`config.mk`:
```
export PLATFORM = sky130hd
export DESIGN_NAME = hps_cmd_initiator
export DESIGN_NICKNAME = d
export VERILOG_FILES = /design/src/rtl/hps_cmd_initiator.sv
export SDC_FILE = /design/constraint.sdc
export NUM_CORES = 1
export LEC_CHECK = 0
export ABC_AREA = 1
export CAP_MARGIN = 20
export CORE_ASPECT_RATIO = 0.75
export CORE_MARGIN = 1
export CORE_UTILIZATION = 45
export CTS_CLUSTER_DIAMETER = 120
export DETAILED_ROUTE_END_ITERATION = 10
export PLACE_DENSITY_LB_ADDON = 0.08
export SYNTH_ARGS = -nofsm -noshare
export SYNTH_HDL_FRONTEND = slang
export SYNTH_SLANG_ARGS = --single-unit
```
`constraint.sdc`:
```
create_clock -name clk -period 6.5 [get_ports clk]
set_input_delay 0.975 -clock clk [delete_from_list [all_inputs] [get_ports clk]]
set_output_delay 0.975 -clock clk [all_outputs]
set_load 0.05 [all_outputs]
```
`src/rtl/hps_cmd_initiator.sv`:
```
// Initiator end of the ENABLE/DONE four-phase handshake. Commands from the HPS
// write path are buffered in a small FIFO and issued one at a time under a watchdog.
module hps_cmd_initiator #(
  parameter int CMD_W          = 32,
  parameter int FIFO_DEPTH     = 4,
  parameter int TIMEOUT_CYCLES = 1000000,
  parameter int CNT_W          = 16,
  localparam int AW            = $clog2(FIFO_DEPTH),
  localparam int LW            = AW + 1
) (
  input  logic             clk,
  input  logic             reset,
  input  logic             cmd_valid,
  input  logic [CMD_W-1:0] cmd_data,
  output logic             cmd_ready,
  output logic             enable_out,
  output logic [CMD_W-1:0] cmd_out,
  input  logic             done_in,
  input  logic             err_clear,
  output logic             busy,
  output logic             timeout_err,
  output logic [CNT_W-1:0] completed_count,
  output logic [LW-1:0]    fifo_level,
  output logic [1:0]       dbg_state
);

  // Handshake: a push happens on a rising clk edge where cmd_valid && cmd_ready;
  // cmd_ready depends only on registered FIFO state, never on cmd_valid.

  typedef enum logic [1:0] {
    IDLE    = 2'd0,
    ASSERT  = 2'd1,
    RELEASE = 2'd2,
    ERROR   = 2'd3
  } state_t;

  localparam int WD_W = (TIMEOUT_CYCLES < 2) ? 1 : $clog2(TIMEOUT_CYCLES);
  localparam logic [WD_W-1:0] WD_LAST =
    WD_W'((TIMEOUT_CYCLES == 0) ? 0 : TIMEOUT_CYCLES - 1);
  localparam logic WD_ON = (TIMEOUT_CYCLES != 0);

  // ---------------- FIFO ----------------
  logic [CMD_W-1:0] mem_q [FIFO_DEPTH];
  logic [CMD_W-1:0] mem_d [FIFO_DEPTH];
  logic [AW:0]      wptr_q, wptr_d;
  logic [AW:0]      rptr_q, rptr_d;
  logic [LW-1:0]    level;
  logic             fifo_full;
  logic             fifo_empty;
  logic             push;
  logic             pop;
  logic [CMD_W-1:0] fifo_head;

  assign level      = wptr_q - rptr_q;
  assign fifo_full  = (level == LW'(FIFO_DEPTH));
  assign fifo_empty = (level == '0);
  assign fifo_head  = mem_q[rptr_q[AW-1:0]];
  assign push       = cmd_valid && !fifo_full;

  always_comb begin
    mem_d  = mem_q;
    wptr_d = wptr_q;
    rptr_d = rptr_q;
    if (push) begin
      mem_d[wptr_q[AW-1:0]] = cmd_data;
      wptr_d                = wptr_q + 1'b1;
    end
    if (pop) begin
      rptr_d = rptr_q + 1'b1;
    end
  end

  always_ff @(posedge clk or posedge reset) begin
    if (reset) begin
      for (int i = 0; i < FIFO_DEPTH; i++) begin
        mem_q[i] <= '0;
      end
      wptr_q <= '0;
      rptr_q <= '0;
    end else begin
      mem_q  <= mem_d;
      wptr_q <= wptr_d;
      rptr_q <= rptr_d;
    end
  end

  // ---------------- Handshake FSM ----------------
  state_t           state_q, state_d;
  logic             enable_q, enable_d;
  logic [CMD_W-1:0] cmd_out_q, cmd_out_d;
  logic [CNT_W-1:0] count_q, count_d;
  logic [WD_W-1:0]  wd_q, wd_d;
  logic             timeout_err_q, timeout_err_d;
  logic             wd_run;
  logic             wd_hit;

  assign wd_hit = WD_ON && (wd_q == WD_LAST);

  always_comb begin
    state_d   = state_q;
    enable_d  = enable_q;
    cmd_out_d = cmd_out_q;
    count_d   = count_q;
    pop       = 1'b0;
    wd_run    = 1'b0;
    case (state_q)
      IDLE: begin
        enable_d = 1'b0;
        if (done_in) begin
          // Stale DONE from the responder: hold off and let the watchdog run.
          wd_run = 1'b1;
          if (wd_hit) begin
            state_d = ERROR;
          end
        end else if (!fifo_empty) begin
          pop       = 1'b1;
          cmd_out_d = fifo_head;
          enable_d  = 1'b1;
          state_d   = ASSERT;
        end
      end
      ASSERT: begin
        wd_run = 1'b1;
        if (done_in) begin
          enable_d = 1'b0;
          count_d  = count_q + 1'b1;
          state_d  = RELEASE;
        end else if (wd_hit) begin
          enable_d = 1'b0;
          state_d  = ERROR;
        end
      end
      RELEASE: begin
        enable_d = 1'b0;
        wd_run   = 1'b1;
        if (!done_in) begin
          state_d = IDLE;
        end else if (wd_hit) begin
          state_d = ERROR;
        end
      end
      ERROR: begin
        enable_d = 1'b0;
        if (err_clear && !done_in) begin
          state_d = IDLE;
        end
      end
      default: begin
        enable_d = 1'b0;
        state_d  = IDLE;
      end
    endcase
  end

  always_comb begin
    wd_d = wd_q;
    if (state_d != state_q) begin
      wd_d = '0;
    end else if (wd_run && WD_ON) begin
      wd_d = wd_q + 1'b1;
    end
    timeout_err_d = (state_d == ERROR);
  end

  always_ff @(posedge clk or posedge reset) begin
    if (reset) begin
      state_q       <= IDLE;
      enable_q      <= 1'b0;
      cmd_out_q     <= '0;
      count_q       <= '0;
      wd_q          <= '0;
      timeout_err_q <= 1'b0;
    end else begin
      state_q       <= state_d;
      enable_q      <= enable_d;
      cmd_out_q     <= cmd_out_d;
      count_q       <= count_d;
      wd_q          <= wd_d;
      timeout_err_q <= timeout_err_d;
    end
  end

  assign cmd_ready       = !fifo_full;
  assign enable_out      = enable_q;
  assign cmd_out         = cmd_out_q;
  assign busy            = (state_q != IDLE) || !fifo_empty;
  assign timeout_err     = timeout_err_q;
  assign completed_count = count_q;
  assign fifo_level      = level;
  assign dbg_state       = state_q;

endmodule

```
Word level (Yosys, flattened, before mapping)

Cells that the tools add are included.

Flip-flop bits (word level): 206
Input bits: 37
Output and inout bits: 57
Word-level logic and storage cells: 70

Add/subtract/negate cells: 5
$lt $le $gt $ge: 3
Eq/ne operators: 8
Mux-type cells: 23
Bitwise operators: 4
Reductions and logical operators: 15

Operators by type and width:

| operator                                                   | number |
|---|---|
| bitwise mux 128 bit                                        | 1 |
| two-way mux 32 bit                                         | 3 |
| binary-select mux 32 bit (select 2 bit)                    | 1 |
| demux 32 bit (select 2 bit)                                | 1 |
| two-way mux 20 bit                                         | 2 |
| adder 20 x 1 -> 20 bit, second input constant              | 1 |
| == test 20 bit, second input constant                      | 1 |
| adder 16 x 1 -> 16 bit, second input constant              | 1 |
| two-way mux 2 bit                                          | 6 |
| one-hot mux 2 bit (4 select lines)                         | 1 |
| adder 3 x 1 -> 3 bit, second input constant                | 2 |
| == test 2 bit, second input constant                       | 3 |
| greater-or-equal comparator 3 bit, second input constant   | 2 |
| two-way mux 1 bit                                          | 6 |
| inverter 2 -> 3 bit                                        | 2 |
| nonzero test 2 bit                                         | 2 |
| OR reduction 2 bit                                         | 2 |
| == test 3 bit, second input constant                       | 1 |
| logical AND 1 bit                                          | 3 |
| zero test 1 bit                                            | 3 |
| zero test 3 bit                                            | 1 |
| less-than comparator 3 x 1 -> 1 bit, second input constant | 1 |
| != test 3 bit, second input constant                       | 1 |
| one-hot mux 1 bit (3 select lines)                         | 1 |
| other kinds (9)                                            | 10 |

Depth between registers and ports, before layout

Depth in word-level cells: 7
Mapped depth: 14
Gate-level depth less buffers: 13

Least setup slack after synthesis

No wires, ideal clock.

Path kind: reg-to-output
From: reg wptr_q[0]
To: out cmd_ready
Arrival: 1.875 ns
Data required time: 5.525 ns
Path slack: 3.650 ns
Cell stages (with the launch flop): 8
Path buffers: 0
Cell sequence: dfrtp_1 inv_1 ha_1 fa_1 inv_1 nand2_1 nand2_1 nand3_2

Word-level cells in the longest chain between the ends: 3

Ends and longest elaborated chain:

| element                | line | RTL |
|---|---|---|
| start, declared        | 45   | `logic [AW:0] wptr_q, wptr_d;` |
| start signal, assigned | 82   | `wptr_q <= wptr_d;` |
| subtractor 3 bit       | 54   | `assign level = wptr_q - rptr_q;` |
| net fifo_level[2]      | 23   | `output logic [LW-1:0] fifo_level,` |
| == test 3 bit          | 55   | `assign fifo_full = (level == LW'(FIFO_DEPTH));` |
| zero test 1 bit        | 183  | `assign cmd_ready = !fifo_full;` |
| end, declared          | 15   | `output logic cmd_ready,` |

The timed path passes the listed nets, and every way through them passes these cells.

Worst setup path after layout

From: reg rptr_q[0]
To: out busy

Word-level cells in the longest chain between the ends: 4

Ends and longest elaborated chain:

| element                | line | RTL |
|---|---|---|
| start, declared        | 46   | `logic [AW:0] rptr_q, rptr_d;` |
| start signal, assigned | 83   | `rptr_q <= rptr_d;` |
| subtractor 3 bit       | 54   |  |
| zero test 3 bit        | 56   | `assign fifo_empty = (level == '0);` |
| zero test 1 bit        | 186  | `assign busy = (state_q != IDLE) \|\| !fifo_empty;` |
| logical OR 1 bit       | 186  |  |
| end, declared          | 20   | `output logic busy,` |

No other way between the ends.

==> results.md <==
- RR Startpoint: rptr_q[0]$_DFFE_PP0P_
- Post-synth EDFFs: 0
- Drt first pass iters: 5
- Routability cong.: 0.802
- Detailed placement HPWL: 11.9 mm
- Post-synth top cells: nand2_1 (282), dfrtp_1 (206), o21ai_0 (190), nor2_1 (107), inv_1 (76)
- Reg2Reg Depth: 11
- Worst slew pin tran: 0.927 ns
- Fmax: 0.233 GHz
- Worst EP required: 5.52 ns
- Post-Route Setup TNS: 0 ns
- Peak VDD IR: 262 µV
- Htree depth: 1
- Post-CTS Setup Repair Bufs: 0
- GRT Overall Usage: 20.5%
- RSZ-0062 raised after global routing: no
- Post-route ant nets: 0
- Status: complete, no violations
- Max-Cap Viols: 0
- Logic pwr share: 43.1%
- Top cell type's share of synthesized area: 55.7%
- PwrDens: 535 nW/µm²
- DRC errors left: 0
- CP Capture Type: output port
- Clock Skew: 0.00920 ns
- Area growth, synth to finish: 20.6%
- Max-slew headroom: 38.1%
- Final Slew Violations: 0
- First-pass GRT wire length: 35.4 mm
- Post-Syn Area: 9250 µm²
- Part of the power in the clock network: 22.2%
- Later-pin clock latency in the skew report: 0.50 ns
- Layout cells sized above 1: 7.01%
- Vias after detailed routing: 7143
- Worst Path Max Fanout: 68
- Sequential share of the synthesized area: 55.7%
- Die area: 21100 µm²
- Crit path kind: flip-flop to output port
- Static leakage: 0.00529 µW
- Final hold violation count: 0
- Max clock buf depth: 3
- Largest net degree at the start of global routing: 166
- Synth top area cells: dfrtp_1 (56%), nand2_1 (11%), o21ai_0 (10%), nor2_1 (4.3%), inv_1 (3.1%)
- CTS root buf: clkbuf_16
- Warnings, synthesis: 0
- Input/output buffers: 93
- Post-CTS Hold Buffers: 0
- Ys flop type: dfrtp_1
- Starting Density: 45.8%
- Fin Hold WS: 0.467 ns
- Final min period: 4.29 ns
- Core area: 20200 µm²
- Post-CTS resize count: 0
- Reg power frac: 34.8%
- Initial antenna violation count: 0
- Die height: 126 µm
- Final #Nets: 1191
- WL/cell: 14.7 µm
- Net Sw Power: 2530 µW
- Top-count cell post-synth: nand2_1
- Post-Synthesis Cells: 1066
- Grt ovf: 0
- Tcrit/Tclk final: 66.0%
- Vias per cell: 5.05
- Die W: 168 µm
- Post-Syn Nets: 1116
- FF-to-FF setup slack: 3.14 ns
- Post-synthesis register bit count: 206
- Worst hold path depth: 2
- Critical path origin: rptr_q[0]$_DFFE_PP0P_
- TritonCTS clock tree: done
- Distinct cells, synth: 38
- Final setup violation count: 0
- Final WL: 20.8 mm
- Total power: 5970 µW
- 1st-iter DRT viols: 467
- Clock-pin slew on the worst setup and hold paths: 0.06 ns
- Total I/O pin count: 94
- Internal power: 3440 µW
- Worst setup SP type: flip-flop
- Arrival time worst endpoint: 3.31 ns
- CTS buffer count: 22
- Async SR Flop Fraction: 100%
- Area leader, netlist: dfrtp_1
- Syn Area/Cell: 8.68 µm²
- Hold Path Origin: cmd_out[24]$_DFFE_PP0P_
- Rows: 45
- Vias in the first global route: 6800
- Hold endpoint: cmd_out[24]$_DFFE_PP0P_
- Hold crit path type: flip-flop to flip-flop
- Worst reg2reg path endpoint: cmd_out[22]$_DFFE_PP0P_
- Core Util, Final: 55.2%
- Clock sink total: 206
- Antenna cells: 0
- Switching share of power: 42.3%
[cells by family (layout without fill, tap and decap cells)]
family / Yosys count / in the layout / share of synthesized area [%]
simple gates: 444 / 444 / 19.9
compound gates: 237 / 237 / 13.5
xor+xnor: 32 / 32 / 3.03
fa+ha+maj: 13 / 13 / 1.84
flops: 206 / 206 / 55.7
buf+inv: 132 / 222 / 5.74
mux: 2 / 2 / 0.230
[worst max path at each step]
stage | endpoint
after floorplan | cmd_out[0]$_DFFE_PP0P_
after global placement | busy
after detailed placement | busy
after CTS | busy
after global routing | busy
final | busy
[worst max-delay path: stages, from the launching register on]
cell,delay [ns]
dfrtp_2,0.38
buf_4,0.35
ha_1,0.31
fa_1,0.56
nand2_1,0.07
nand3b_1,0.16
or2_2,0.28
clkdlybuf4s50_1,0.71
[area by class of cell]
type / instances / area [µm²]
clock buffers: 29 / 638
clock inverters: 10 / 134
fillers: 1871 / 9060
inverters: 80 / 304
multi-input cells: 728 / 3560
flip-flops and latches: 206 / 5160
well taps: 258 / 323
repair buffers: 103 / 1030
[registers in the layout, summed over array words and instances (netlist names)]
name	cells
dbg_state	2
rptr_q	3
mem_q	128
wd_q	20
enable_out	1
timeout_err	1
completed_count	16
cmd_out	32
wptr_q	3
[per-stage QoR]
stage | cells | area, µm² | setup slack, ns
6_report | 1414 | 11100 | 2.21
5_1_grt | 1414 | 11100 | 2.04
4_1_cts | 1413 | 11100 | 2.19
3_5_place_dp | 1374 | 10400 | 2.72
3_3_place_gp | 1374 | 10400 | 2.75
2_1_floorplan | 1066 | 9250 | 2.85
[metal layers]
layer / part of all wire, % / up-vias / track usage [%]
li1: - / 3593 / -
met1: 51 / 3378 / 30.7
met2: 44 / 146 / 31.9
met3: 4.3 / 26 / 3.08
met4: 1.3 / 0 / 3.72
met5: 0 / - / 0
[cell usage in the layout (no fill, tap or decap), types with 2 or more instances in the layout]
cell type	count
xnor2_1	9
clkdlybuf4s50_1	93
a31oi_1	2
ha_1	12
clkbuf_1	2
o22ai_1	33
nand2_1	282
nor3_1	4
nand2_2	7
inv_2	4
bufinv_16	3
o21ai_0	190
nand3_2	4
inv_1	75
nand3_1	20
clkinvlp_4	3
a21oi_1	3
nand4_1	4
o21ai_1	6
buf_12	2
clkbuf_8	4
xor2_1	23
clkbuf_16	23
nor2_1	107
nor2_4	2
clkinv_2	4
dfrtp_1	205
buf_4	8
nor2_2	8
[power by group through the flow]
stage                     logic, µW  registers, µW  clock network (µW)
after CTS                      2590           2070                1350
final                          2570           2070                1320
after floorplan                1510           2430                   0
after global placement         2550           2080                   0
after global routing           2880           2140                1410
after detailed placement       2590           2090                   0
Note: power is estimated with default switching activity, not from simulation.
